File: src/rtl/band_mixer.sv
// band_mixer: final EQ mix ahead of the speaker driver; one band per clock
// MAC for left and right, then master volume, 16-bit saturation and a vld strobe.
//
// Ports:
//   clk, rst_n              clock, async active-low reset
//   smpl_vld                new band set offered (sampled each clk)
//   lft_bands, rght_bands   NUM_BANDS packed signed 16-bit band samples
//   gains                   NUM_BANDS packed signed GAIN_W gains (shared)
//   volume                  unsigned master volume
//   lft_chnnl, rght_chnnl   signed saturated mixed samples
//   vld                     1-clk strobe, outputs updated
//   busy                    set being processed (state != IDLE)
//   ovr                     strobe: smpl_vld dropped while busy
module band_mixer #(
   parameter int NUM_BANDS = 5,
   parameter int GAIN_W    = 13,
   parameter int GAIN_FRAC = 10,
   parameter int VOL_W     = 13,
   parameter int VOL_FRAC  = 12
) (
   input  logic                        clk,
   input  logic                        rst_n,
   input  logic                        smpl_vld,
   input  logic [16*NUM_BANDS-1:0]     lft_bands,
   input  logic [16*NUM_BANDS-1:0]     rght_bands,
   input  logic [GAIN_W*NUM_BANDS-1:0] gains,
   input  logic [VOL_W-1:0]            volume,
   output logic signed [15:0]          lft_chnnl,
   output logic signed [15:0]          rght_chnnl,
   output logic                        vld,
   output logic                        busy,
   output logic                        ovr
);

   localparam int IW = (NUM_BANDS > 1) ? $clog2(NUM_BANDS) : 1;
   localparam int PW = 16 + GAIN_W;
   localparam int SW = 48;
   localparam logic [IW-1:0] LAST = IW'(NUM_BANDS - 1);
   localparam logic signed [SW-1:0] SMAX = 48'sd32767;
   localparam logic signed [SW-1:0] SMIN = -48'sd32768;

   typedef enum logic [1:0] {IDLE, ACC, VOL, OUT} state_t;

   state_t state, state_nxt;

   logic signed [15:0]       lb_sh [NUM_BANDS];
   logic signed [15:0]       rb_sh [NUM_BANDS];
   logic signed [GAIN_W-1:0] g_sh  [NUM_BANDS];
   logic [VOL_W-1:0]         vol_sh;

   logic [IW-1:0]      idx;
   logic signed [31:0] acc_l, acc_r;
   logic signed [SW-1:0] scl_l, scl_r;

   logic signed [PW-1:0]  prod_l, prod_r;
   logic signed [31:0]    term_l, term_r;
   logic signed [VOL_W:0] vol_s;
   logic signed [SW-1:0]  mul_l, mul_r;

   function automatic logic signed [15:0] sat16(
      input logic signed [SW-1:0] x
   );
      if (x > SMAX)
         return 16'sh7fff;
      else if (x < SMIN)
         return 16'sh8000;
      else
         return x[15:0];
   endfunction

   // Full-precision band products; >>> floors toward -inf.
   assign prod_l = lb_sh[idx] * g_sh[idx];
   assign prod_r = rb_sh[idx] * g_sh[idx];
   assign term_l = 32'(prod_l >>> GAIN_FRAC);
   assign term_r = 32'(prod_r >>> GAIN_FRAC);

   // Zero-extended volume keeps the multiply signed.
   assign vol_s = {1'b0, vol_sh};
   assign mul_l = SW'(acc_l) * SW'(vol_s);
   assign mul_r = SW'(acc_r) * SW'(vol_s);

   assign busy = (state != IDLE);

   always_ff @(posedge clk or negedge rst_n) begin
      if (!rst_n)
         state <= IDLE;
      else
         state <= state_nxt;
   end

   always_comb begin
      state_nxt = state;
      unique case (state)
         IDLE: if (smpl_vld) state_nxt = ACC;
         ACC:  if (idx == LAST) state_nxt = VOL;
         VOL:  state_nxt = OUT;
         OUT:  state_nxt = IDLE;
         default: state_nxt = IDLE;
      endcase
   end

   always_ff @(posedge clk or negedge rst_n) begin
      if (!rst_n) begin
         for (int i = 0; i < NUM_BANDS; i++) begin
            lb_sh[i] <= '0;
            rb_sh[i] <= '0;
            g_sh[i]  <= '0;
         end
         vol_sh     <= '0;
         idx        <= '0;
         acc_l      <= '0;
         acc_r      <= '0;
         scl_l      <= '0;
         scl_r      <= '0;
         lft_chnnl  <= '0;
         rght_chnnl <= '0;
         vld        <= 1'b0;
         ovr        <= 1'b0;
      end else begin
         vld <= (state == OUT);
         ovr <= smpl_vld && (state != IDLE);
         unique case (state)
            IDLE: begin
               if (smpl_vld) begin
                  for (int i = 0; i < NUM_BANDS; i++) begin
                     lb_sh[i] <= lft_bands[16*i +: 16];
                     rb_sh[i] <= rght_bands[16*i +: 16];
                     g_sh[i]  <= gains[GAIN_W*i +: GAIN_W];
                  end
                  vol_sh <= volume;
                  idx    <= '0;
                  acc_l  <= '0;
                  acc_r  <= '0;
               end
            end
            ACC: begin
               acc_l <= acc_l + term_l;
               acc_r <= acc_r + term_r;
               idx   <= idx + 1'b1;
            end
            VOL: begin
               scl_l <= mul_l >>> VOL_FRAC;
               scl_r <= mul_r >>> VOL_FRAC;
            end
            OUT: begin
               lft_chnnl  <= sat16(scl_l);
               rght_chnnl <= sat16(scl_r);
            end
            default: ;
         endcase
      end
   end

endmodule

File: config.mk
export PLATFORM = sky130hd
export DESIGN_NAME = band_mixer
export DESIGN_NICKNAME = d
export VERILOG_FILES = /design/src/rtl/band_mixer.sv
export SDC_FILE = /design/constraint.sdc
export NUM_CORES = 2
export LEC_CHECK = 0
export BUFFER_PORTS_ARGS = -buffer_cell sky130_fd_sc_hd__buf_4
export CAP_MARGIN = 30
export CORE_MARGIN = 4
export CORE_UTILIZATION = 58
export DETAILED_ROUTE_END_ITERATION = 16
export HOLD_SLACK_MARGIN = 0.02
export PLACE_DENSITY = 0.79
export SETUP_SLACK_MARGIN = 0.2
export SKIP_LAST_GASP = 1
export SLEW_MARGIN = 5
export SYNTH_ARGS = -nofsm -noshare
export SYNTH_HDL_FRONTEND = slang
export SYNTH_SLANG_ARGS = --single-unit
File: constraint.sdc
create_clock -name clk -period 9.6 [get_ports clk]
set_clock_uncertainty 0.2 [all_clocks]
set_input_delay 2.88 -clock clk [delete_from_list [all_inputs] [get_ports clk]]
set_output_delay 2.88 -clock clk [all_outputs]
set_load 0.03 [all_outputs]
Word-level counts from Yosys, hierarchy flattened. Cells that the tools add are included.

Output and inout port bits: 35. Word-level logic and storage cells: 73. Input port bits: 241. Bits in registers: 409.

Multiplexer cells: 21. Reductions and logical operators: 7. Bitwise operators: 1. $mul: 4. Eq/ne operators: 6. Order comparisons: 5. $add $sub $neg: 3.

Operators with widths (count): $mux 16 (8); $pmux 32 s2 (2); $bmux 16 s3 (2); $mul 32x14->46 (2); $gt 34x16->1 const B (2); $lt 34x16->1 const B (2); $add 32x19->32 (2); $mul 16x13->29 (2); $bmux 13 s3 (1); $mux 32 (1); $mux 13 (2); $pmux 2 s4 (1); $pmux 3 s2 (1); $reduce_and 2->1 (3); $eq 2x2->1 const B (2); $ge 4x4->1 const B (1); $mux 2 (2); $ne 2x2->1 const B (2); $not 3->4 (1); $reduce_bool 2->1 (2); $add 3x1->3 const B (1); $eq 3x3->1 const B (1); $mux 3 (1); $eq 2x1->1 const B (1); 2 further kinds (2).

Depth between registers and ports, before layout.
Word-level depth: 7. Mapped depth: 45.

Least setup slack after synthesis. Ideal clock, no wire load.

Kind: register -> register. Start: register idx[0]. End: register acc_r[31]. Slack: -794 ps. Cell stages (with the launch flop): 42. Data required time: 9272 ps. Arrival: 10066 ps. Setup time: 128 ps. Buffers on the path: 5. Path through: dfrtp_1 > buf_6 > buf_6 > buf_1 > mux4_2 > a22oi_1 > clkbuf_1 > clkbuf_1 > nor2_1 > fa_1 > inv_1 > fa_1 > inv_1 > fa_1 > inv_1 > fa_1 > inv_1 > fa_1 > [6 not listed] > nand4_1 > o21ba_2 > o41ai_4 > o41ai_2 > xnor2_2 > ha_1 > and3_1 > nand3_1 > nor2_1 > nor4_1 > o2bb2ai_1 > o41ai_1 > o21bai_1 > a21o_1 > a311o_1 > xnor2_1 > a21oi_1 > o22ai_1.

Longest elaborated chain between the ends: 7. Elaborated cells on any way between the ends: 10. Those cells by class: 1 x add/sub; 1 x mul; 7 x mux; 1 x bitwise.

Ends and longest elaborated chain: start, declared (RTL line 51) `logic [IW-1:0] idx;`; start signal, assigned (RTL line 139) `idx <= idx + 1'b1;`; $not 3->4 (implied by the code) (*) (RTL line 73) `assign prod_r = rb_sh[idx] * g_sh[idx];`; $bmux 16 s3 / $bmux 13 s3 (equally long branches) (RTL line 73); $mux 16 (implied by the code) / $mux 13 (equally long branches) (2 in a row) (RTL line 73); $mul 16x13->29 (*) (RTL line 73); $add 32x19->32 (*) (RTL line 138) `acc_r <= acc_r + term_r;`; $pmux 32 s2 (*) (RTL line 122) `unique case (state)`; end signal, assigned (RTL line 138); end, declared (RTL line 52) `logic signed [31:0] acc_l, acc_r;`.

Every way passes the cells marked *; elsewhere a longest branch is shown, timed or not. The select of a mux whose other input is x is not followed. A chain may end at the register's enable or synchronous reset.

Worst setup path after layout.
Start: register idx[0]. End: register acc_l[28].

Longest elaborated chain between the ends: 7. Elaborated cells on any way between the ends: 10. Those cells by class: 1 x add/sub; 1 x mul; 7 x mux; 1 x bitwise.

Ends and longest elaborated chain: $not 3->4 (implied by the code) (*) (RTL line 72) `assign prod_l = lb_sh[idx] * g_sh[idx];`; $bmux 16 s3 / $bmux 13 s3 (equally long branches) (RTL line 72); $mux 16 (implied by the code) / $mux 13 (equally long branches) (2 in a row) (RTL line 72); $mul 16x13->29 (*) (RTL line 72); $add 32x19->32 (*) (RTL line 137) `acc_l <= acc_l + term_l;`; $pmux 32 s2 (*) (RTL line 122); end signal, assigned (RTL line 137); end, declared (RTL line 52).

Marks and branches as above.

==> run_results.csv <==
group,metric,value,unit
status,outcome,"finished with violations",
status,violations,"setup timing",
yosys,async_reset_ff_frac,1.00,
detailed_routing,met2_wirelength,79200,µm
grt,grt_pass1_wl,264000,µm
timing,finalSetupViolCount,4,
detailed_routing,met3_wirelength,13900,µm
place,dp.cells,7986,
layout,multiInputGateArea,0.0468,mm²
yosys,synth_top_family_by_area,"adder cells",
yosys,ys.flop_type,"dfrtp_1",
layout,area_growth_syn_to_layout,13.9,%
worst_setup_path,cp-end-kind,"flip-flop",
die,rows,119,
clock_network,cts-buffers-inserted,49,
clock_network,htreeDepth,2,
layout,instances_no_fill,8140,
worst_setup_path,cp.required,9.93,ns
detailed_routing,wirelength,163000,µm
worst_setup_path,r2r_start,"idx[0]$_DFFE_PN0P_",
yosys,synth-edff-count,0,
timing,period_share,1.01,
detailed_routing,via_per_inst,5.68,
yosys,syn-cell-area,0.0617,mm²
yosys,synth_area_per_cell,9.83,µm²
worst_setup_path,startpoint,"idx[0]$_DFFE_PN0P_",
detailed_routing,top_layer,"met5",
die,ios,276,
worst_setup_path,critical_path.max_fanout,14,
yosys,yosysWarnings,0,
yosys,synth_xor_area_frac,0.0257,
timing,hold_viol_final,0,
timing,tightestPinTransition,1.02,ns
yosys,synthMuxAreaShare,0.0695,
yosys,syn_inst,6280,
clock_network,cts-root-buf,"clkbuf_16",
layout,final-seq-area,0.0103,mm²
clock_network,cts_tree,"built",
grt,grt_max_degree,106,
layout,fin_nets,8510,
detailed_routing,drtAntennaViolNets,0,
die,core,0.105,mm²
detailed_routing,routedLengthMet1,64600,µm
timing,fin_crit,9.71,ns
detailed_routing,num_vias,46200,
timing,max_freq,103,MHz
worst_setup_path,worstPathArrival,10.04,ns
yosys,synth-seq-cells,409,
min_path,min_path_type,"reg2reg",
die,initial_utilization,0.586,
place,place.gp.congestion,0.960,
detailed_routing,wl_per_cell,20.1,µm
grt,gr-usage-all-layers,0.295,
clock_network,cts.path.max_buffers,3,
place,io_buffers,275,
flow_run,maxCapViolations,0,
yosys,synth.distinct_cells,83,
yosys,ys_seq_area_frac,0.166,
grt,grt.overflow.total,0,
die,die_area,0.112,mm²
place,hpwl,126000,µm
timing,fin_ws,-0.106,ns
clock_network,clk_latency,0.67,ns
timing,slew_viol_final,0,
timing,slew_headroom,0.321,
worst_setup_path,start_kind,"flip-flop",
clock_network,cts.clk_slew.worst_paths,0.06,ns
worst_setup_path,crit_type,"reg2reg",
worst_setup_path,crit_path_frequent_cell,"fa_1",
worst_setup_path,slowest_stage,"dfrtp_4",
layout,layout-drive-gt1-share,0.186,
clock_network,hold_buffers,0,
timing,rsz0062_at_grt,"true",
worst_setup_path,max_stage_delay,0.55,ns
detailed_routing,drt_first_iter_violations,3189,
grt,antenna_found_initial,2,
die,die_h,334,µm
layout,fill_cells,7708,
detailed_routing,firstDrtPassIters,6,
yosys,synthAdderAreaFrac,0.455,
die,fp.dieW,334,µm
yosys,synth_fp_nets,8081,
clock_network,clkSinkCount,409,
grt,grt_pass1_vias,50000,
yosys,synth-simple-area-share,0.131,
detailed_routing,drc,0,
min_path,hold_start,"scl_r[13]$_DFFE_PN0P_",
yosys,synth-compound-area-share,0.0648,
==> synth_stat cells, types with 49 or more instances <==
cell,number,area share
mux2_2,319,0.058
xnor2_1,127,0.018
ha_1,416,0.084
nand2_1,734,0.045
nor2_1,287,0.017
xor2_1,52,0.0074
o21a_1,49,0.0060
a21o_1,71,0.0086
fa_1,1144,0.37
dfrtp_1,409,0.17
and2_1,472,0.048
inv_1,1150,0.070
o21ai_0,142,0.012
a21oi_1,147,0.012
clkbuf_1,262,0.016
==> per-layer routing <==
metal / GRT usage / up-vias
met5: 0 / -
met4: 0.0903 / 4
met3: 0.0625 / 424
met2: 0.496 / 1994
met1: 0.387 / 23500
li1: - / 20300
==> through the flow <==
step	utilization	hold WS (ns)	setup WS (ns)	cell area [µm²]	TNS, ns
2_1_floorplan	-	0.254	-0.0452	61900	-0.0452
3_3_place_gp	0.639	0.270	-0.0619	67300	-0.102
3_5_place_dp	0.639	0.276	-0.312	67400	-1.32
4_1_cts	0.659	0.291	0.189	69500	0
5_1_grt	0.667	0.314	-0.450	70300	-2.53
6_report	0.667	0.293	-0.106	70300	-0.178
==> worst max-delay path: cells and delay by family (launching register included) <==
family / cells / cell delay (ns)
AOI/OAI and AO/OA: 15 / 2.91
xor gates and xnor gates: 1 / 0.10
adders and majority gates: 8 / 3.46
buffers and inverters: 9 / 1.11
DFF: 1 / 0.55
and+or+nand+nor: 7 / 1.26
==> final cells by class <==
class,count,share of cell area
inverter,1151,0.0615
antenna,2,0.0000712
sequential,409,0.146
clock buffer,65,0.0196
timing repair buffer,666,0.0783
clock inverter,24,0.00418
multi-input combinational,4432,0.666
tap,1391,0.0247
==> what timing repair did <==
action	4_1_cts	5_1_grt
setup buffers	22	32
gates cloned	3	2
endpoints found under the setup margin	13	18
pin swaps	39	75
endpoints found under the hold margin	0	0
gates resized for setup	55	104
==> final timing paths <==
kind                                          to  slack [ns]  depth (start not counted)
min in group asynchronous  scl_l[30]$_DFFE_PN0P_        2.08                          1
setup reg to reg           acc_l[28]$_DFFE_PN0P_       -0.11                         40
max in group asynchronous  rb_sh[36]$_DFFE_PN0P_        5.70                          2
hold / removal             scl_r[13]$_DFFE_PN0P_        0.29                          2
setup / recovery           acc_l[28]$_DFFE_PN0P_       -0.11                         40
hold reg to reg            scl_r[13]$_DFFE_PN0P_        0.29                          2
==> kinds of logic (layout without fill, tap and decap cells) <==
family	after synthesis	in the layout
multiplexers	371	371
adder cells (fa/ha/maj)	1560	1560
flip-flops	409	409
buffers and inverters	1439	1906
other	0	2
XOR/XNOR	180	180
AND/OR/NAND/NOR	1706	1706
AO/OA/AOI/OAI	615	615
==> sequential cells by signal (all words and copies together) (netlist names) <==
register    flops
scl_l          34
acc_l          32
rght_chnnl     16
rb_sh          80
ovr             1
lft_chnnl      16
lb_sh          80
state           2
vol_sh         13
vld             1
idx             3
g_sh           65
acc_r          32
scl_r          34
==> layout by cell type (no fill, tap or decap), types with 51 or more instances in the layout <==
cell type,n
dfrtp_1,400
and2_1,472
fa_1,1136
nand2_1,730
a21o_1,71
buf_4,621
mux2_2,319
o21ai_0,128
xnor2_1,123
nor2_1,270
ha_1,397
clkbuf_16,51
inv_1,1142
a21oi_1,112
xor2_1,51
Power is not shown: default switching activity piles up to over one toggle a cycle in this logic, so the estimate is an artifact.
